## src/rtl/sbus_pkg.sv

```systemverilog
// Shared definitions for the serial system bus arbiter and slave port.
package sbus_pkg;

  // FSM state encoding
  typedef enum logic [1:0] {
    IDLE       = 2'd0,
    GRANT_M1   = 2'd1,
    GRANT_M2   = 2'd2,
    TURNAROUND = 2'd3
  } state_e;

  // Owner codes driven on the owner output
  localparam logic [1:0] OWN_NONE = 2'd0;
  localparam logic [1:0] OWN_M1   = 2'd1;
  localparam logic [1:0] OWN_M2   = 2'd2;

  // Serial field lengths shared with the slave port
  localparam int ADDR_BITS  = 12;
  localparam int DATA_BITS  = 8;
  localparam int BURST_BITS = 13;

  // Bit positions of the muxed lines inside a packed lane vector
  localparam int LN_ADDR  = 0;
  localparam int LN_DATA  = 1;
  localparam int LN_BURST = 2;
  localparam int LN_VALID = 3;
  localparam int LN_RD    = 4;
  localparam int LN_WR    = 5;
  localparam int NUM_LANES = 6;

endpackage

```

## src/rtl/sbus_lane_mux.sv

```systemverilog
// 2:1 mux of the serial/control lines; forces all lanes low with no owner.
module sbus_lane_mux
  import sbus_pkg::*;
#(
  parameter int NUM_L = NUM_LANES
) (
  input  logic [1:0]       sel,
  input  logic [NUM_L-1:0] m1_lines,
  input  logic [NUM_L-1:0] m2_lines,
  output logic [NUM_L-1:0] bus_lines
);

  // Per-lane select; any non-owner code (none or turnaround) drives zero
  for (genvar i = 0; i < NUM_L; i++) begin : g_lane
    always_comb begin
      bus_lines[i] = 1'b0;
      if (sel == OWN_M1)      bus_lines[i] = m1_lines[i];
      else if (sel == OWN_M2) bus_lines[i] = m2_lines[i];
    end
  end

endmodule

```

## src/rtl/sbus_arbiter.sv

```systemverilog
// Two-master round-robin arbiter for the shared serial system bus.
module sbus_arbiter
  import sbus_pkg::*;
#(
  parameter int HOLD_LIMIT = 64,
  parameter int CNT_W      = 7
) (
  input  logic       clk,
  input  logic       reset,
  input  logic       m1_req,
  input  logic       m2_req,
  output logic       m1_grant,
  output logic       m2_grant,
  input  logic       m1_address,
  input  logic       m2_address,
  input  logic       m1_data,
  input  logic       m2_data,
  input  logic       m1_burst,
  input  logic       m2_burst,
  input  logic       m1_valid,
  input  logic       m2_valid,
  input  logic       m1_read_en,
  input  logic       m2_read_en,
  input  logic       m1_write_en,
  input  logic       m2_write_en,
  output logic       m1_ready,
  output logic       m2_ready,
  output logic       bus_address,
  output logic       bus_data,
  output logic       bus_burst,
  output logic       bus_valid,
  output logic       bus_read_en,
  output logic       bus_write_en,
  input  logic       slave_ready,
  output logic       bus_busy,
  output logic [1:0] owner
);

  localparam logic [CNT_W-1:0] LIM    = CNT_W'(HOLD_LIMIT);
  localparam logic [CNT_W-1:0] LIM_M1 = CNT_W'(HOLD_LIMIT - 1);

  state_e           state, state_nxt;
  logic [CNT_W-1:0] hold_cnt;
  logic             last_m2;   // 1: M2 owned last, so M1 wins next contention
  logic             granted;
  logic [NUM_LANES-1:0] m1_lines, m2_lines, bus_lines;

  assign granted = (state == GRANT_M1) || (state == GRANT_M2);

  // State, hold counter and round-robin history
  always_ff @(posedge clk) begin
    if (reset) begin
      state    <= IDLE;
      hold_cnt <= '0;
      last_m2  <= 1'b1;
    end else begin
      state <= state_nxt;
      // Counter runs only while the same grant persists; clears otherwise
      if (granted && state_nxt == state) begin
        if (hold_cnt != LIM) hold_cnt <= hold_cnt + 1'b1;
      end else begin
        hold_cnt <= '0;
      end
      if (state == GRANT_M1 && state_nxt != GRANT_M1) last_m2 <= 1'b0;
      if (state == GRANT_M2 && state_nxt != GRANT_M2) last_m2 <= 1'b1;
    end
  end

  // Next-state: arbitration in IDLE, release/preemption only when slave is ready
  always_comb begin
    state_nxt = state;
    case (state)
      IDLE: begin
        if (m1_req && (!m2_req || last_m2)) state_nxt = GRANT_M1;
        else if (m2_req)                    state_nxt = GRANT_M2;
      end
      GRANT_M1: begin
        if (slave_ready && (!m1_req || (m2_req && hold_cnt >= LIM_M1)))
          state_nxt = TURNAROUND;
      end
      GRANT_M2: begin
        if (slave_ready && (!m2_req || (m1_req && hold_cnt >= LIM_M1)))
          state_nxt = TURNAROUND;
      end
      default: state_nxt = IDLE;
    endcase
  end

  // Outputs decoded from the registered state
  assign m1_grant = (state == GRANT_M1);
  assign m2_grant = (state == GRANT_M2);
  assign bus_busy = granted;
  assign owner    = m1_grant ? OWN_M1 : (m2_grant ? OWN_M2 : OWN_NONE);
  assign m1_ready = slave_ready & m1_grant;
  assign m2_ready = slave_ready & m2_grant;

  assign m1_lines = {m1_write_en, m1_read_en, m1_valid, m1_burst, m1_data, m1_address};
  assign m2_lines = {m2_write_en, m2_read_en, m2_valid, m2_burst, m2_data, m2_address};

  sbus_lane_mux #(.NUM_L(NUM_LANES)) u_mux (
    .sel       (owner),
    .m1_lines  (m1_lines),
    .m2_lines  (m2_lines),
    .bus_lines (bus_lines)
  );

  assign bus_address  = bus_lines[LN_ADDR];
  assign bus_data     = bus_lines[LN_DATA];
  assign bus_burst    = bus_lines[LN_BURST];
  assign bus_valid    = bus_lines[LN_VALID];
  assign bus_read_en  = bus_lines[LN_RD];
  assign bus_write_en = bus_lines[LN_WR];

endmodule
```

## config.mk

```make
export PLATFORM = sky130hd
export DESIGN_NAME = sbus_arbiter
export DESIGN_NICKNAME = d
export VERILOG_FILES = /design/src/rtl/sbus_pkg.sv /design/src/rtl/sbus_lane_mux.sv /design/src/rtl/sbus_arbiter.sv
export SDC_FILE = /design/constraint.sdc
export NUM_CORES = 1
export LEC_CHECK = 0
export ABC_AREA = 1
export CAP_MARGIN = 20
export CORE_UTILIZATION = 60
export CTS_CLUSTER_SIZE = 40
export DETAILED_ROUTE_END_ITERATION = 8
export DONT_BUFFER_PORTS = 1
export GPL_TIMING_DRIVEN = 0
export MAX_ROUTING_LAYER = met4
export PLACE_DENSITY = 0.76
export SLEW_MARGIN = 20
export SYNTH_ARGS = -nofsm -noshare
export SYNTH_HDL_FRONTEND = slang
export SYNTH_SLANG_ARGS = --single-unit
```

## constraint.sdc

```tcl
create_clock -name clk -period 2.5 [get_ports clk]
set_clock_uncertainty 0.05 [all_clocks]
set_input_delay 0.375 -clock clk [delete_from_list [all_inputs] [get_ports clk]]
set_output_delay 0.375 -clock clk [all_outputs]
set_load 0.01 [all_outputs]
```

==> results.cfg <==
[outcome]
status = finished clean

[run]
maxCapViolations = 0

[floorplan]
fp.dieW_um = 39.1
ios = 30
core-area_um2 = 1280
die_y_um = 39.1
start_util_pct = 64.4
dieArea_um2 = 1530
row_count = 13

[drt]
wl_per_cell_um = 12.1
num_vias = 728
via_per_inst = 5.31
drc = 0
finalWirelength_mm = 1.65
drt_pass1_iterations = 4
ant_nets = 0
drt_iter0_drc = 6

[setup_path]
cpMaxStageDelayCell = dfxtp_1
cp.required_ns = 2.08
cpPeakStageDelay_ns = 0.43
cp_max_fo = 9
path_cells = inv_1 -> ha_1 -> buf_2 -> inv_1 -> nand3_1 -> nand2_1
worstPathArrival_ns = 1.71
r2r-start = state[1]
startpoint = state[1]
cp-end-kind = output pin
critPathKind = reg2out
worst_path_most_repeated_cell = inv_1
critPathLaunchType = register

[clock_tree]
ctsHoldBuffers = 0
clock_latency_ns = 0.27
ctsResizeCount = 0
clk_pin_slew_ns = 0.07
cts_buffers = 3
cts_root_buf = clkbuf_4
cts.sinks = 10
cts_setup_buffers = 0
cts_tree = built
htree_levels = 1
clock_path_buffers = 2

[power]
ir_drop_v = 0.000781
p_leak_nw = 0.406
powerDensity_nw_per_um2 = 1130

[synthesis]
post_synth.cell_area_avg_um2 = 7.01
ys_seq_area_share_pct = 24.2
syn-num-nets = 142
synth_top_cell_area_share_pct = 24.2
synth-edff-count = 0
synthCells = 118
synth_ff_type = dfxtp_1
ys_warn_count = 0
synth_cell_type_count = 25
synth.area.top_cells = dfxtp_1 24%, nand2_1 15%, ha_1 11%
synth_area_um2 = 827
synthArstFlopShare_pct = 0
ys_seq_elements = 10
yosys.area.top_type = dfxtp_1

[global_route]
grt.total_usage_pct = 24.7
grt_pass1_wl_mm = 2.48
antenna_found_initial = 0
grt_max_degree = 10
grt-ovfl-total = 0
grt_pass1_vias = 638

[place]
port_buffers = 0
hpwlAfterDp_mm = 1.30
placed_area_um2 = 846
gp_congestion = 0.802

[timing]
worst_pin_slew_ns = 0.264
hold_viol_final = 0
setup_viol = 0
min_period_over_period_pct = 85.5
slew_violations = 0
rsz0062_at_grt = no
fmax_mhz = 468
finalCriticalPeriod_ns = 2.14
slew_headroom_pct = 82.4
tns_ns = 0

[final_layout]
antenna_cells = 0
fillers = 117
post-route-util_pct = 68.6
synthToLayoutAreaGrowth_pct = 6.66
drive_above_1_share_pct = 23.0
nets = 147
fin_area_um2 = 882

[hold_path]
hp-class = in2reg
hold_start = reset
synthesized netlist by cell type (2+ instances only):
library cell,n
nand2_1,32
inv_1,14
dfxtp_1,10
nand3_1,9
nand2_2,8
nor2_1,8
ha_1,7
nor3_2,7
xor2_1,3
a21oi_1,2
buf_4,2
nor3_1,2
o21ai_0,2
per-layer routing:
metal  global-route usage [%]  vias up  wire (um)
li1                         -      377          -
met1                     27.3      331        739
met2                     43.3       18        801
met3                     9.25        2        103
met4                     2.59        0          8
met5                        -        -          0
through the flow:
step	std cells	setup WS, ns	power [mW]	hold WS (ns)
after detailed placement	133	0.414	0.847	0.404
after global placement	133	0.465	0.830	0.399
after CTS	137	0.360	0.998	0.115
final	137	0.364	0.993	0.119
after floorplan	118	0.676	0.746	0.379
after global routing	137	0.209	1.08	0.108
sequential cells by signal, indices dropped and copies added, names as in the netlist:
signal,cells
hold_cnt,7
state,2
last_m2,1
kinds of logic after synthesis:
group | after synthesis | synth area share [%]
AND/OR/NAND/NOR | 71 | 46.1
buffers and inverters | 18 | 9.23
flip-flops | 10 | 24.2
AO/OA/AOI/OAI | 8 | 5.60
adder cells (fa/ha/maj) | 7 | 10.6
XOR/XNOR | 4 | 4.24
cell usage in the layout (no fill, tap or decap), types with 3 or more instances in the layout:
cell type  count
xor2_1         3
inv_1         14
nand3_1        9
nor3_2         7
ha_1           7
nand2_2        8
nor2_1         8
dfxtp_1       10
clkbuf_4       3
nand2_1       32
worst paths after layout:
path	slack (ns)	depth (start not counted)	to
setup / recovery	0.36	6	bus_valid
hold / removal	0.12	1	state[0]
setup reg to reg	0.38	10	hold_cnt[2]
hold reg to reg	0.41	2	last_m2
cell type report:
| class | count | area (um^2) | share of cell area [%] |
|---|---|---|---|
| flip-flops and latches | 10 | 200 | 22.7 |
| well taps | 15 | 18.8 | 2.13 |
| plain buffers | 3 | 20.0 | 2.27 |
| multi-input cells | 90 | 551 | 62.4 |
| clock buffers | 4 | 36.3 | 4.11 |
| inverters | 15 | 56.3 | 6.38 |
power by group:
part,total (mW),switching (mW),internal [mW]
sequential,0.219,0.0319,0.187
clock,0.148,0.0598,0.0885
combinational,0.626,0.435,0.191
total,0.993,0.526,0.467
critical path, delay by kind of cell (launching register included):
kind	cells	cell delay [ns]
DFF	1	0.43
buffers and inverters	3	0.53
and+or+nand+nor	2	0.22
adders and majority gates	1	0.26
Power figures use the tool's default switching activity.
